## config.mk

```make
export PLATFORM = sky130hd
export DESIGN_NAME = display_scan_5
export DESIGN_NICKNAME = d
export VERILOG_FILES = /design/src/rtl/display_scan_5.sv
export SDC_FILE = /design/constraint.sdc
export NUM_CORES = 1
export LEC_CHECK = 0
export CAP_MARGIN = 20
export CORE_MARGIN = 8
export CORE_UTILIZATION = 35
export DETAILED_ROUTE_END_ITERATION = 16
export PLACE_DENSITY = 0.6
export SLEW_MARGIN = 25
export SYNTH_ARGS = -nofsm -noshare
export SYNTH_HDL_FRONTEND = slang
export SYNTH_SLANG_ARGS = --single-unit
```

## constraint.sdc

```tcl
create_clock -name clk -period 3 [get_ports clk]
set_input_delay 0.3 -clock clk [delete_from_list [all_inputs] [get_ports clk]]
set_output_delay 0.3 -clock clk [all_outputs]
set_load 0.05 [all_outputs]
```

## src/rtl/display_scan_5.sv

```systemverilog
// display_scan_5: 5-digit time-multiplexed 7-segment scan driver.
// Walks sel through 0..4, decodes the returned digit to active-low segments,
// drives one active-low anode per slot after a dead-time window, and pulses
// frame_done once per full 5-digit sweep.
module display_scan_5 #(
  parameter int N     = 4,
  parameter int DIV   = 50000,
  parameter int BLANK = 16
) (
  input  logic         clk,
  input  logic         rst_n,
  input  logic         en,
  input  logic [4:0]   blank_mask,
  input  logic [N-1:0] digit_in,
  output logic [2:0]   sel,
  output logic [4:0]   an_n,
  output logic [6:0]   seg_n,
  output logic         frame_done
);

  localparam int             CW   = $clog2(DIV);
  localparam logic [CW-1:0]  LAST = CW'(DIV - 1);

  logic [CW-1:0] r_cnt;
  logic [2:0]    r_sel;
  logic [4:0]    r_an_n;
  logic [6:0]    r_seg_n;
  logic          r_frame_done;

  logic [3:0]    w_dig;
  logic          w_slot_end;
  logic          w_past_blank;
  logic [4:0]    w_onehot;
  logic          w_masked;

  // Only the low nibble is decoded; narrow inputs are zero-extended.
  generate
    if (N >= 4) begin : g_wide
      assign w_dig = digit_in[3:0];
    end else begin : g_narrow
      assign w_dig = {{(4-N){1'b0}}, digit_in};
    end
  endgenerate

  // With no dead time the anode is lit for the whole slot; skipping the
  // compare avoids a trivially-true unsigned comparison.
  generate
    if (BLANK == 0) begin : g_noblank
      assign w_past_blank = 1'b1;
    end else begin : g_blank
      assign w_past_blank = (r_cnt >= CW'(BLANK));
    end
  endgenerate

  assign w_slot_end = (r_cnt == LAST);
  assign w_onehot   = 5'b00001 << r_sel;
  assign w_masked   = |(w_onehot & blank_mask);

  function automatic logic [6:0] hex7(input logic [3:0] d);
    case (d)
      4'h0: hex7 = 7'h40;  4'h1: hex7 = 7'h79;
      4'h2: hex7 = 7'h24;  4'h3: hex7 = 7'h30;
      4'h4: hex7 = 7'h19;  4'h5: hex7 = 7'h12;
      4'h6: hex7 = 7'h02;  4'h7: hex7 = 7'h78;
      4'h8: hex7 = 7'h00;  4'h9: hex7 = 7'h10;
      4'hA: hex7 = 7'h08;  4'hB: hex7 = 7'h03;
      4'hC: hex7 = 7'h46;  4'hD: hex7 = 7'h21;
      4'hE: hex7 = 7'h06;  default: hex7 = 7'h0E;
    endcase
  endfunction

  // Prescaler and digit select: advance sel on the prescaler wrap, hold while disabled.
  always_ff @(posedge clk) begin
    if (!rst_n) begin
      r_cnt <= '0;
      r_sel <= 3'd0;
    end else if (en) begin
      if (w_slot_end) begin
        r_cnt <= '0;
        r_sel <= (r_sel == 3'd4) ? 3'd0 : r_sel + 3'd1;
      end else begin
        r_cnt <= r_cnt + CW'(1);
      end
    end
  end

  // Display outputs: registered from the current sel/cnt so anode and segments stay aligned.
  always_ff @(posedge clk) begin
    if (!rst_n) begin
      r_an_n       <= 5'b11111;
      r_seg_n      <= 7'h7F;
      r_frame_done <= 1'b0;
    end else begin
      r_seg_n      <= en ? hex7(w_dig) : 7'h7F;
      r_an_n       <= (en && w_past_blank && !w_masked) ? ~w_onehot : 5'b11111;
      r_frame_done <= en && w_slot_end && (r_sel == 3'd4);
    end
  end

  assign sel        = r_sel;
  assign an_n       = r_an_n;
  assign seg_n      = r_seg_n;
  assign frame_done = r_frame_done;

endmodule

```

### Yosys cells after proc, flatten, opt, wreduce, memory -nomap -nowiden

Memory sizes are Yosys's and may differ from the RTL's. A register that Yosys moved wholly into a read port is not among the register bits.
Cells that the tools add are included.

* add/subtract/negate cells: 2
* order comparisons: 1
* equal/unequal tests: 2
* shift-type cells: 1
* muxes and demuxes: 2
* bitwise logic cells: 2
* reductions and logical operators: 10

Operators by type and width (count)
* $add 16x1->16 const B: 1
* $eq 16x16->1 const B: 1
* $ge 16x5->1 const B: 1
* $mux 16: 1
* $reduce_and 2->1: 3
* $and 5x5->5: 1
* $not 5->5: 1
* $reduce_or 5->1: 1
* $shl 1x3->5 const A: 1
* $logic_and 1x1->1: 4
* $add 3x1->3 const B: 1
* $eq 3x3->1 const B: 1
* $mux 3: 1
* $logic_not 1->1: 2

* flip-flop bits (word level): 25
* ROM bits: 112
* word-level logic and storage cells: 25
* memories: 1

Memories
* (name not given): depth 16, width 7, read ports 1, clocked after Yosys merged registers in 1, write ports 0, RTL line 60 `case (d)`

### Depth between registers and ports, before layout

* depth after elaboration: 6
* gate-level depth with buffers: 6
* mapped depth without buffers: 6

### Worst setup path after synthesis

No wires, ideal clock.

* path type: reg-to-reg
* from: reg r_sel[0] (netlist: sel[0])
* to: reg r_an_n[0] (netlist: an_n[0])
* library setup time: 131 ps
* arrival time: 1901 ps
* setup slack: 967 ps
* cell stages (with the launch flop): 6
* buffers on the path: 0
* clock period less this slack: 2033 ps
* path through: dfxtp_1 inv_1 ha_1 a222oi_1 nor4b_1 nand2_1

* cells in the longest elaborated chain, start to end: 6
* elaborated cells between the ends (all ways): 7

Ends and longest elaborated chain
* start: declaration: RTL line 25 `logic [2:0] r_sel;`
* start signal: assignment: RTL line 80 `r_sel <= (r_sel == 3'd4) ? 3'd0 : r_sel + 3'd1;`
* $shl 1x3->5 *: RTL line 56 `assign w_onehot = 5'b00001 << r_sel;`
* $and 5x5->5: RTL line 57 `assign w_masked = |(w_onehot & blank_mask);`
* $reduce_or 5->1: RTL line 57
* $logic_not 1->1: RTL line 95 `r_an_n <= (en && w_past_blank && !w_masked) ? ~w_onehot : 5'b11111;`
* $logic_and 1x1->1: RTL line 95
* $reduce_and 2->1 (no line)
* end signal: assignment: RTL line 95
* end: declaration: RTL line 26 `logic [4:0] r_an_n;`

Every way passes the cells marked *; elsewhere a longest branch is shown, timed or not.
A chain may end at the register's enable or synchronous reset.

### Final worst setup path

* from: reg r_cnt[12]
* to: reg r_cnt[6]

* cells in the longest elaborated chain, start to end: 2

Ends and longest elaborated chain
* start: declaration: RTL line 24 `logic [CW-1:0] r_cnt;`
* start signal: assignment: RTL line 82 `r_cnt <= r_cnt + CW'(1);`
* $eq 16x16->1: RTL line 55 `assign w_slot_end = (r_cnt == LAST);`
* $mux 16: RTL line 78 `if (w_slot_end) begin`

No other way between the ends.

==> summary.txt <==
Setup path
  • Critical Path Start Type: flip-flop
  • Reg-to-reg slack, setup: 910 ps
  • Kind of critical path: reg2reg
  • CP arrival: 2250 ps
  • Crit. End Element: flip-flop
  • Max FO, Critical Path: 15
  • Critical path required time: 3150 ps

Yosys
  • Synth area leader: dfxtp_1
  • Yosys cell types: 35
  • Gate Count Post-Synth: 181
  • Synth area leaders: dfxtp_1 (40%), ha_1 (10%), nand2_1 (5.9%)
  • Seq cells post-synth: 32
  • Post-synth top cells: dfxtp_1 (32), nand2_1 (25), ha_1 (13)
  • Count leader, synth: dfxtp_1
  • Synthesized area: 0.00160 sq mm
  • Top cell type's share of synthesized area: 40.0%
  • Sequential cell area fraction in the yosys report: 40.0%
  • Synth Flop Type: dfxtp_1
  • Post-synth EDFFs: 0
  • Avg Cell Area, Syn: 8.84 sq um
  • Syn Nets: 206
  • Asr flop ratio synth: 0%
  • Yosys warnings: 0

Routing
  • DR vias/cell: 4.95
  • DR WL/cell: 12.1 um
  • DRT antenna net count: 0
  • 1st-iter DRT viols: 41
  • Total number of vias: 1288
  • WL final: 3150 um
  • First-pass iteration count of the detailed router: 4
  • Drt drc: 0

STA
  • RSZ-0062 raised after global routing: false
  • Final Setup Violations: 0
  • Final Skew: 4.09 ps
  • Setup TNS: 0 ps
  • Worst Tran Pin Value: 519 ps
  • Final worst slack: 906 ps
  • Crit path time final: 2090 ps
  • Final Hold Viols: 0
  • Share of the clock period used by the worst path: 69.8%
  • Max_slew headroom: 65.1%
  • Max Fclk: 0.478 GHz
  • Worst hold slack: 503 ps
  • Slew Viols, Final: 0

CTS
  • Cts hold-fix bufs: 0
  • CTS clk-pin slew, worst paths: 60 ps
  • Post-cts resize count: 0
  • H-tree depth: 2
  • CTS tree: built
  • Clock Sinks: 32
  • Root buffer cell: clkbuf_8
  • CTS buffer count: 5
  • Clk buf depth: 2
  • Setup Fix Bufs, Post-CTS: 0
  • Clk_lat worst skew: 280 ps

Cells and area
  • Antenna cells: 0
  • Share of cells above drive strength 1: 5.77%
  • P&R area growth vs syn: 25.3%
  • NumNets Final: 232
  • Final core utilization: 45.7%

Global route
  • Total GRT Usage: 9.49%
  • Initial antenna violation count: 0
  • Largest net degree at the start of global routing: 16
  • Grt total ovfl: 0
  • Global-route wire length before repair: 5580 um
  • Vias in the first global route: 1223

Status
  • Run status: completed

Power and ir drop
  • Leakage power: 0.724 nW
  • VDD IR-drop max: 239 uV
  • PwrDens: 461 mW/mm^2
  • Overall power: 925 uW

Run
  • # Max-Cap Violations: 0

Placed design
  • GPL Wtd Cong: 0.752
  • DP HPWL: 2320 um
  • Pre-CTS setup slack: 800 ps
  • # port buffers: 27

Floorplan
  • DIE HEIGHT: 83.6 um
  • Die area: 0.00699 sq mm
  • Initial Util: 36.5%
  • Core ar.: 0.00438 sq mm
  • Row count: 24
  • Boundary Pins: 28
  • Chip Width: 83.6 um

Worst hold path
  • Min-delay worst type: reg2reg
==> per-layer routing <==
layer / up-vias / share of wire [%] / routed length [um] / GRT usage (%)
met5: - / 0 / 0 / 0
met4: 0 / 2.5 / 78 / 5.65
met3: 7 / 4.5 / 142 / 3.42
met2: 20 / 43 / 1350 / 14.1
met1: 572 / 50 / 1580 / 11.4
li1: 689 / - / - / -
==> kinds of logic after synthesis <==
family / Yosys count / share of synthesized area, %
flops: 32 / 40.0
buf+inv: 15 / 3.99
simple gates: 79 / 25.7
xor+xnor: 10 / 5.47
compound gates: 28 / 12.1
fa+ha+maj: 13 / 10.2
mux: 4 / 2.50
==> flip-flops by register name (all words and copies together) (netlist names) <==
register / flops
sel: 3
frame_done: 1
an_n: 5
r_cnt: 16
seg_n: 7
==> report_power, final <==
group          total (mW)  switching [mW]  internal, mW
Clock               0.397           0.151         0.246
Combinational      0.0900          0.0522        0.0379
Sequential          0.439         0.00525         0.433
Total               0.925           0.208         0.717
==> path summary, 6_finish.rpt <==
path	endpoint	cells past startpoint	start
max	r_cnt[6]$_SDFFE_PN0P_	4	r_cnt[12]$_SDFFE_PN0P_
min	r_cnt[15]$_SDFFE_PN0P_	2	r_cnt[15]$_SDFFE_PN0P_
max reg2reg	r_cnt[6]$_SDFFE_PN0P_	4	r_cnt[12]$_SDFFE_PN0P_
min reg2reg	r_cnt[15]$_SDFFE_PN0P_	2	r_cnt[15]$_SDFFE_PN0P_
==> area by class of cell <==
class	instances	area, sq um
Clock inverter	2	35.0
Timing Repair Buffer	27	270
Multi-Input combinational cell	134	896
Fill cell	444	2380
Sequential cell	32	641
Inverter	7	26.3
Clock buffer	6	72.6
Tap cell	52	65.1
==> critical path, cell delays in order, from the launching register on <==
cell and delay [ps]:
dfxtp_1 340, or4_1 540, or4_4 590, o21ai_4 380, nor2_1 100
==> placed cells by master (no fill, tap or decap), drive strengths merged, types with 4 or more instances in the layout <==
cell type / synthesis / final
a21oi: 6 / 6
clkbuf: 7 / 6
clkdlybuf4s50: 0 / 27
dfxtp: 32 / 32
ha: 13 / 13
inv: 7 / 7
mux2i: 4 / 4
nand2: 25 / 25
nand3: 11 / 11
nand4: 4 / 4
nor2: 11 / 11
o211ai: 9 / 9
o21ai: 6 / 6
or3: 6 / 6
or4: 5 / 5
xnor2: 4 / 4
xor2: 6 / 6
==> per-stage QoR <==
step,std cells,instance area [sq um]
after global placement,252,1900
final,260,2010
after CTS,260,2010
after detailed placement,252,1900
after global routing,260,2010
after floorplan,181,1600
(Power assumes the default switching activity.)
